$ cat src/rtl/pipeline_controller.sv
// Central sequencer for the five-stage MIPS pipeline: run/step control,
// load-use stalls, branch squash and HALT drain, plus a debug cycle counter.
module pipeline_controller #(
  parameter int len          = 32,
  parameter int NB           = $clog2(len),
  parameter int drain_cycles = 4
) (
  input  logic          clk,
  input  logic          reset,
  input  logic          cmd_run,
  input  logic          cmd_step,
  input  logic          halt_detected,
  input  logic          branch_taken,
  input  logic          id_ex_mem_read,
  input  logic [NB-1:0] id_ex_rt,
  input  logic [NB-1:0] if_id_rs,
  input  logic [NB-1:0] if_id_rt,
  output logic          pc_enable,
  output logic          if_id_enable,
  output logic          pipe_enable,
  output logic          flush_if_id,
  output logic          flush_id_ex,
  output logic          flush_ex_mem,
  output logic          halted,
  output logic [len-1:0] cycle_count
);

  localparam int DCW = $clog2(drain_cycles + 1);

  typedef enum logic [2:0] {
    IDLE,
    RUN,
    STEP,
    DRAIN,
    HALTED
  } state_e;

  state_e         state_q, state_d;
  logic [DCW-1:0] drainCnt_q, drainCnt_d;
  logic [len-1:0] cycleCount_q;
  logic           loadUse;

  // Register zero never carries a real dependency, so a load into it cannot stall.
  assign loadUse = id_ex_mem_read && (id_ex_rt != '0) &&
                   ((id_ex_rt == if_id_rs) || (id_ex_rt == if_id_rt));

  always_ff @(posedge clk) begin
    if (reset) begin
      state_q      <= IDLE;
      drainCnt_q   <= '0;
      cycleCount_q <= '0;
    end else begin
      state_q    <= state_d;
      drainCnt_q <= drainCnt_d;
      if (pipe_enable) begin
        cycleCount_q <= cycleCount_q + len'(1);
      end
    end
  end

  always_comb begin
    state_d      = state_q;
    drainCnt_d   = drainCnt_q;
    pc_enable    = 1'b0;
    if_id_enable = 1'b0;
    pipe_enable  = 1'b0;
    flush_if_id  = 1'b0;
    flush_id_ex  = 1'b0;
    flush_ex_mem = 1'b0;

    unique case (state_q)
      IDLE: begin
        if (cmd_run) begin
          state_d = RUN;
        end else if (cmd_step) begin
          state_d = STEP;
        end
      end

      RUN, STEP: begin
        // A step is a single active cycle; afterwards fall back to IDLE.
        state_d = (state_q == STEP) ? IDLE : RUN;
        if (branch_taken) begin
          pc_enable    = 1'b1;
          if_id_enable = 1'b1;
          pipe_enable  = 1'b1;
          flush_if_id  = 1'b1;
          flush_id_ex  = 1'b1;
          flush_ex_mem = 1'b1;
        end else if (loadUse) begin
          pipe_enable = 1'b1;
          flush_id_ex = 1'b1;
        end else if (halt_detected) begin
          pipe_enable = 1'b1;
          flush_id_ex = 1'b1;
          state_d     = DRAIN;
          drainCnt_d  = DCW'(drain_cycles - 1);
        end else begin
          pc_enable    = 1'b1;
          if_id_enable = 1'b1;
          pipe_enable  = 1'b1;
        end
      end

      DRAIN: begin
        // A late taken branch means the HALT was on the wrong path.
        if (branch_taken) begin
          pc_enable    = 1'b1;
          if_id_enable = 1'b1;
          pipe_enable  = 1'b1;
          flush_if_id  = 1'b1;
          flush_id_ex  = 1'b1;
          flush_ex_mem = 1'b1;
          state_d      = RUN;
        end else begin
          pipe_enable = 1'b1;
          flush_id_ex = 1'b1;
          if (drainCnt_q == '0) begin
            state_d = HALTED;
          end else begin
            drainCnt_d = drainCnt_q - DCW'(1);
          end
        end
      end

      HALTED: begin
        state_d = HALTED;
      end

      default: begin
        state_d = IDLE;
      end
    endcase
  end

  assign halted      = (state_q == HALTED);
  assign cycle_count = cycleCount_q;

endmodule

$ cat config.mk
export PLATFORM = sky130hd
export DESIGN_NAME = pipeline_controller
export DESIGN_NICKNAME = d
export VERILOG_FILES = /design/src/rtl/pipeline_controller.sv
export SDC_FILE = /design/constraint.sdc
export NUM_CORES = 1
export LEC_CHECK = 0
export BUFFER_PORTS_ARGS = -buffer_cell sky130_fd_sc_hd__buf_2
export CAP_MARGIN = 20
export CORE_MARGIN = 2
export CORE_UTILIZATION = 46
export CTS_CLUSTER_DIAMETER = 50
export CTS_CLUSTER_SIZE = 40
export DETAILED_ROUTE_END_ITERATION = 8
export GPL_TIMING_DRIVEN = 0
export MAX_ROUTING_LAYER = met4
export PLACE_DENSITY_LB_ADDON = 0.12
export SLEW_MARGIN = 20
export SYNTH_ARGS = -nofsm -noshare
export SYNTH_HDL_FRONTEND = slang
export SYNTH_SLANG_ARGS = --single-unit
export TNS_END_PERCENT = 50
$ cat constraint.sdc
create_clock -name clk -period 1.7 [get_ports clk]
set_input_delay 0.34 -clock clk [delete_from_list [all_inputs] [get_ports clk]]
set_output_delay 0.34 -clock clk [all_outputs]
set_load 0.03 [all_outputs]
# After elaboration in Yosys (flattened, before gate mapping)
# Cells that the tools add are included.
# totals
reg_bits	38
latchBits	0
mem_bits_rw	0
rom_bits	0
input_bits	22
out_inout_bits	39
memories	0
# op_classes
addsub	2
n_mul	0
n_div	0
n_lt_le_gt_ge	0
eq_ne	13
shift	0
n_mux	26
n_bitwise	0
reduce_logical	11
# ops
cell	n
$add 32x1->32 const B	1
$mux 3	9
$pmux 3 s4	1
$eq 5x5->1	2
$mux 1	10
$ne 2x2->1 const B	5
$eq 3x2->1 const B	2
$logic_not 3->1	2
$mux 2	3
$ne 3x3->1 const B	2
$pmux 3 s2	1
$reduce_and 6->1	1
$reduce_bool 5->1	1
$pmux 1 s2	2
$eq 3x1->1 const B	1
$eq 3x3->1 const B	1
$reduce_or 3->1	1
$sub 3x1->3 const B	1
$logic_and 1x1->1	2
$reduce_and 2->1	1
$reduce_bool 2->1	1
$reduce_or 2->1	1
$logic_or 1x1->1	1

# Depth between registers and ports, before layout
# Gate-level depths: netlist (run 1).
# logic_depth
depth_word	6
depth_mapped	7

# Least setup slack after synthesis (run 1)
# No wires, ideal clock.
# synth_path
path_type	input to output
start	in id_ex_rt[3]
end	out flush_id_ex
arrival_ns	1.649
required_ns	1.360
slack_ns	-0.289
stages	5
path_buffers	0
cell_sequence	xor2_1 > nor3_1 > a22oi_1 > or2_2 > a41oi_1
# synth_via
elab_chain_len	6
word_cells_on_any_way	9
# synth_rtl
element	line_no	source
start, declared	15	input logic [NB-1:0] id_ex_rt,
$eq 5x5->1 / $reduce_bool 5->1 (equally long branches)	45, 44	
$logic_or 1x1->1 / $logic_and 1x1->1 (equally long branches)	45, 44	
$logic_and 1x1->1 *	44	assign loadUse = id_ex_mem_read && (id_ex_rt != '0) &&
$mux 1 *	90	end else if (loadUse) begin
$mux 1 *	83	if (branch_taken) begin
$pmux 1 s2 *	71	unique case (state_q)
end, declared	22	output logic flush_id_ex,
# Mark *: on every way between the ends. The rest lies on a longest branch, timed or not.

# Worst setup path after layout (run 1)
# Same ends and word-level chain as after synthesis.

==> flow_metrics.py, run 1 <==
metrics = {
    "timing": {
        "setup_slack_ns": -0.257,
        "worst_slew_pin_slew_ns": 0.497,
        "fin_setup_tns_ns": -0.830,
        "fmax_mhz": 511,
        "skew_ns": 0.00193,
        "period_share_pct": 115,
        "hold_viol": 0,
        "rsz0062_at_grt": "yes",
        "setup_viol": 7,
        "fin_crit_ns": 1.96,
        "slew_violations": 0,
        "maxSlewHeadroom_pct": 66.8,
        "fin_hold_ws_ns": 0.322,
    },
    "place": {
        "post-place-ws_ns": -0.397,
        "dp_hpwl_mm": 3.07,
        "postPlaceCellArea_sq_mm": 0.00239,
        "gp_congestion": 0.812,
        "portBuffers": 60,
        "dp.cells": 342,
    },
    "global_routing": {
        "grt_overflow": 0,
        "grt_max_degree": 11,
        "grt_pass1_vias": 1698,
        "grt_antenna_before_repair": 0,
        "grt.total_usage_pct": 18.9,
        "grt_first_pass_wirelength_mm": 7.42,
    },
    "run": {
        "max-cap-violations": 0,
    },
    "synthesis": {
        "ys.warnings.count": 0,
        "synth-async-reset-ratio_pct": 0,
        "synth_ff_type": "dfxtp_1",
        "synth_edf_count": 0,
        "synth_cells": 232,
        "synth.ff_latch_count": 38,
        "synth_cell_types": 42,
        "synth_area_per_cell_sq_um": 8.55,
        "syn_area_sq_mm": 0.00198,
        "synth_fp_nets": 257,
        "synth_seq_area_share_pct": 38.3,
    },
    "cells_and_area": {
        "final_util_pct": 66.4,
        "stdcell_count": 362,
        "postLayoutCellArea_sq_mm": 0.00271,
        "area_growth_pct": 36.8,
        "antenna_cells": 0,
        "nets": 337,
        "drive_above_1_share_pct": 40.7,
    },
    "cts": {
        "htreeDepth": 2,
        "cts_tree": "built",
        "insertion_delay_ns": 0.28,
        "ctsHoldBuffers": 0,
        "clk_pin_slew_worst_paths_ns": 0.07,
        "cts_made_buffers": 5,
        "cts_buffer_depth": 2,
        "cts_root_buf": "clkbuf_8",
        "cts_sinks": 38,
    },
    "critical_path": {
        "cp_max_fo": 3,
        "reg2reg_depth": 9,
        "crit_type": "input pin to output pin",
        "r2r-start": "state_q[1]$_SDFFE_PP0P_",
        "end_kind": "output pin",
        "worstPathArrival_ns": 1.62,
        "worstSetupStartpointType": "input pin",
        "reg2reg_slack_ns": 0.08,
        "rr_endpoint": "cycle_count[15]$_SDFFE_PP0N_",
        "critPathRequiredTime_ns": 1.36,
    },
    "hold_path": {
        "min_to": "state_q[1]$_SDFFE_PP0P_",
        "hp-start": "cmd_step",
        "holdPathStages": 3,
        "holdCritPathClass": "input pin to flop",
    },
    "drt": {
        "first_iter_violations": 80,
        "routed_wl_mm": 4.51,
        "drtAntennaViolNets": 0,
        "vias": 1891,
        "vias_per_cell": 5.22,
        "drt-pass1-iter-count": 4,
        "wl_per_cell_um": 12.5,
        "route.detailed.drc": 0,
    },
    "floorplan": {
        "start_util_pct": 48.6,
        "chipHeight_um": 69.7,
        "design.portCount": 61,
        "chipWidth_um": 69.7,
        "dieArea_sq_mm": 0.00486,
        "placementRows": 23,
        "coreArea_sq_mm": 0.00409,
    },
    "power": {
        "combPwrFrac_pct": 37.2,
        "p_switching_mw": 0.891,
        "total_power_mw": 2.53,
        "pwr_density_cell_mw_per_mm2": 933,
        "netSwitchingFraction_pct": 35.2,
        "p_clk_share_pct": 22.5,
        "p_int_mw": 1.64,
        "p_seq_share_pct": 40.3,
        "power_leakage_nw": 1.23,
        "vdd_drop_max_v": 0.000466,
    },
    "outcome": {
        "violations": "setup timing",
        "status": "complete, but fails checks",
    },
}
==> power by group through the flow <==
stage | sequential, mW | combinational (mW) | clock [mW]
after CTS | 1.02 | 0.870 | 0.598
after global placement | 1.03 | 0.802 | 0
final | 1.02 | 0.942 | 0.571
after detailed placement | 1.03 | 0.802 | 0
after global routing | 1.03 | 1.03 | 0.617
after floorplan | 1.07 | 0.574 | 0
==> synthesized netlist by cell type, drive strengths merged (5+ instances only) <==
master / number / area share, %
a21oi: 5 / 1.3
and3: 5 / 1.6
and4: 5 / 2.5
clkbuf: 5 / 1.0
dfxtp: 38 / 38
inv: 9 / 1.7
nand2: 20 / 3.8
nand3: 8 / 2.6
nand4: 12 / 3.8
nor2: 34 / 6.4
nor3: 7 / 2.3
o21ai: 7 / 1.8
xor2: 35 / 15
==> worst max-delay path, stage by stage <==
cell     delay (ns)
buf_6          0.10
or4_4          0.54
o21ai_4        0.14
or2_4          0.15
buf_4          0.10
a41oi_2        0.09
buf_6          0.16
==> cell type report <==
| type | instances | area (sq um) |
|---|---|---|
| fill | 353 | 1370 |
| multi-input combinational | 176 | 1210 |
| sequential | 38 | 787 |
| timing repair buffer | 73 | 477 |
| clock buffer | 7 | 76.3 |
| buffer | 9 | 63.8 |
| tap | 50 | 62.6 |
| inverter | 9 | 33.8 |
==> state kept, by name, indices dropped and copies added, names as in the netlist <==
signal	count
cycle_count	32
drainCnt_q	3
state_q	3
==> how the worst max path moves through the flow <==
stage,slack (ns),from,to
3_5_place_dp,-0.40,id_ex_rt[3],pc_enable
2_1_floorplan,-0.13,id_ex_rt[1],pc_enable
6_report,-0.26,id_ex_rt[3],flush_id_ex
3_3_place_gp,-0.41,id_ex_rt[3],pc_enable
4_1_cts,-0.29,if_id_rt[4],pc_enable
5_1_grt,-0.30,if_id_rt[0],pc_enable
==> kinds of logic after synthesis <==
group,synth area share [%]
adders and majority gates,1.89
xor gates and xnor gates,16.8
and+or+nand+nor,29.0
AOI/OAI and AO/OA,9.52
muxes,0.504
DFF,38.3
buffers and inverters,3.97
==> per-layer routing <==
metal,share of wire [%],up-vias,global-route usage [%]
li1,-,966,-
met1,47,863,24.5
met2,46,55,29.3
met3,5.6,7,4.65
met4,1.3,0,5.77
met5,0,-,-
==> cell usage in the layout, fill, tap and decap left out, types with 4 or more instances in the layout <==
cell,count
nand4_1,12
and3_1,5
buf_4,14
inv_1,8
nand2_1,20
dfxtp_2,18
and4_2,4
buf_6,12
o21ai_0,5
clkbuf_8,5
xor2_1,35
clkbuf_1,6
nor2_1,33
buf_2,50
a21oi_1,5
dfxtp_1,19
nand3_1,7
==> what timing repair did <==
item | 4_1_cts | 5_1_grt
pin swaps | 9 | 12
resized for setup | 19 | 22
buffers inserted | 4 | 9
setup endpoints to repair | 24 | 28
(Power assumes the default switching activity.)
==> inputs of run 2 (changes only) <==
--- a/config.mk
+++ b/config.mk
@@ -5,16 +5,17 @@
 export SDC_FILE = /design/constraint.sdc
 export NUM_CORES = 1
 export LEC_CHECK = 0
-export BUFFER_PORTS_ARGS = -buffer_cell sky130_fd_sc_hd__buf_2
 export CAP_MARGIN = 20
 export CORE_MARGIN = 2
-export CORE_UTILIZATION = 46
+export CORE_UTILIZATION = 50
 export CTS_CLUSTER_DIAMETER = 50
 export CTS_CLUSTER_SIZE = 40
 export DETAILED_ROUTE_END_ITERATION = 8
+export DONT_BUFFER_PORTS = 1
 export GPL_TIMING_DRIVEN = 0
 export MAX_ROUTING_LAYER = met4
 export PLACE_DENSITY_LB_ADDON = 0.12
+export REMOVE_ABC_BUFFERS = 1
 export SLEW_MARGIN = 20
 export SYNTH_ARGS = -nofsm -noshare
 export SYNTH_HDL_FRONTEND = slang
==> constraint.sdc (replaced) <==
create_clock -name clk -period 2.3 [get_ports clk]
set_input_delay 0.46 -clock clk [delete_from_list [all_inputs] [get_ports clk]]
set_output_delay 0.46 -clock clk [all_outputs]
set_load 0.03 [all_outputs]
==> run 2 against run 1 <==
Final cell count down 23%. Sequential share of layout area up 6.1 points. Critical endpoint is now pc_enable. Combinational power down 54%. Global-route usage up 1.5 points. Clock skew grew 0.0037 ns. Highest routed layer unchanged. The run now ends clean. Critical path depth down 3.
==> flow_metrics.py, run 2 (same netlist as run 1, synthesis figures left out) <==
metrics = {
    "global_routing": {
        "grt_pass1_vias": 1628,
        "grt_first_pass_wirelength_mm": 7.01,
        "grt.total_usage_pct": 20.4,
        "grt_antenna_before_repair": 0,
        "grt_overflow": 0,
        "grt_max_degree": 41,
    },
    "critical_path": {
        "cp.depth": 4,
        "crit_chain": "or4_1 -> o21ai_0 -> or2_2 -> a31o_2",
        "end_kind": "output pin",
        "worstSetupStartpointType": "input pin",
        "max_stage_delay_ns": 0.50,
        "reg2reg_depth": 5,
        "worstPathArrival_ns": 1.73,
        "cp_max_fo": 3,
        "reg2reg_slack_ns": 0.17,
        "critPathRequiredTime_ns": 1.84,
        "crit_type": "input pin to output pin",
        "crit_buf_inv": 0,
        "critPathSlowestCell": "or4_1",
        "critPathTopFamily": "simple AND/OR/NAND/NOR gates",
    },
    "cells_and_area": {
        "largest_reg_flops": 32,
        "layout_common_cells": "38 x dfxtp_1, 35 x xor2_1, 33 x nor2_1",
        "stdcell_count": 280,
        "antenna_cells": 0,
        "nets": 256,
        "fillCellCount": 341,
        "final_util_pct": 58.0,
        "area_growth_pct": 9.33,
        "drive_above_1_share_pct": 11.6,
        "final_common_cell": "dfxtp_1",
        "multi_input_area_sq_mm": 0.00116,
        "seq_area_sq_um": 761,
    },
    "floorplan": {
        "start_util_pct": 53.0,
        "placementRows": 22,
        "chipWidth_um": 67,
        "coreArea_sq_mm": 0.00374,
        "dieArea_sq_mm": 0.00449,
        "design.portCount": 61,
        "chipHeight_um": 67,
    },
    "power": {
        "combPwrFrac_pct": 22.7,
        "p_switching_mw": 0.609,
        "p_int_mw": 1.31,
        "total_power_mw": 1.92,
        "netSwitchingFraction_pct": 31.7,
        "p_clk_share_pct": 35.9,
        "power_leakage_nw": 0.824,
        "p_seq_share_pct": 41.4,
        "pwr_density_cell_mw_per_mm2": 886,
        "vdd_drop_max_v": 0.000452,
    },
    "cts": {
        "cts_root_buf": "clkbuf_8",
        "ctsHoldBuffers": 0,
        "cts_sinks": 38,
        "htreeDepth": 2,
        "cts_tree": "built",
        "cts_buffer_depth": 2,
        "insertion_delay_ns": 0.28,
        "cts_resized": 3,
        "clk_pin_slew_worst_paths_ns": 0.07,
        "cts_made_buffers": 5,
        "post-cts-setup-buffer-count": 0,
    },
    "timing": {
        "setup_viol": 0,
        "worst_slew_pin_slew_ns": 1.08,
        "fmax_mhz": 457,
        "period_share_pct": 95.0,
        "fin_crit_ns": 2.19,
        "rsz0062_at_grt": "no",
        "skew_ns": 0.00560,
        "maxSlewHeadroom_pct": 28.0,
        "hold_viol": 0,
        "slew_violations": 0,
    },
    "hold_path": {
        "holdPathStages": 1,
        "holdCritPathClass": "input pin to flop",
    },
    "drt": {
        "drtAntennaViolNets": 0,
        "vias": 1602,
        "route.detailed.drc": 0,
        "vias_per_cell": 5.72,
        "drt-pass1-iter-count": 4,
        "wl_per_cell_um": 14.4,
        "routed_wl_mm": 4.03,
        "first_iter_violations": 46,
    },
    "place": {
        "dp.cells": 272,
        "dp_hpwl_mm": 2.96,
        "gp_congestion": 0.806,
        "portBuffers": 0,
    },
    "run": {
        "max-cap-violations": 0,
    },
    "outcome": {
        "status": "completed",
    },
}
## run 2: changes by cell type in the layout (fill, tap and decap cells not counted), moves of 2 or more
cell,before,now
bufinv_16,0,2
buf_2,50,0
buf_4,14,1
dfxtp_1,19,38
buf_6,12,0
dfxtp_2,18,0
nor3_2,3,1
o21ai_0,5,7
nor3_1,2,5
clkbuf_1,6,0
## run 2: worst register-to-register path, delay by kind of cell, from the launching register on
kind	cells	cell delay (ns)
flops	1	0.61
simple gates	5	1.49
## run 2: routing by layer
| metal | vias up | track usage (%) | part of all wire [%] |
|---|---|---|---|
| li1 | 800 | - | - |
| met1 | 761 | 22.9 | 43 |
| met2 | 39 | 35.5 | 51 |
| met3 | 2 | 5.41 | 4.9 |
| met4 | 0 | 5.36 | 0.35 |
| met5 | - | - | 0 |
## run 2: stage by stage
step                      worst slack, ns  cell area (sq um)  hold slack (ns)  setup TNS, ns
final                               0.114               2170            0.240              0
after global routing               0.0271               2170            0.224              0
after CTS                           0.101               2170            0.229              0
after detailed placement          -0.0724               2010            0.499         -0.165
after global placement             -0.411               2000            0.491          -5.11
after floorplan                    0.0195               1940            0.472              0
## run 2: layout make-up
cell class	count	area share (%)
well taps	48	2.77
multi-input cells	176	53.7
clock buffers	6	3.81
repair buffers	1	0.346
flip-flops and latches	38	35.1
clock inverters	2	2.77
inverters	9	1.56
## run 2: path summary, 6_finish.rpt
| path | start | to |
|---|---|---|
| setup / recovery | id_ex_rt[1] | pc_enable |
| hold / removal | reset | cycle_count[8]$_SDFFE_PP0N_ |
| setup reg to reg | cycle_count[4]$_SDFFE_PP0N_ | cycle_count[31]$_SDFFE_PP0N_ |
| hold reg to reg | drainCnt_q[1]$_SDFFE_PP0P_ | drainCnt_q[1]$_SDFFE_PP0P_ |
## run 2: power by group through the flow
| stage | registers (mW) | clock network (mW) | logic (mW) |
|---|---|---|---|
| after global routing | 0.805 | 0.728 | 0.489 |
| after CTS | 0.794 | 0.706 | 0.437 |
| final | 0.795 | 0.690 | 0.436 |
| after floorplan | 0.799 | 0 | 0.361 |
| after detailed placement | 0.809 | 0 | 0.422 |
| after global placement | 0.808 | 0 | 0.404 |
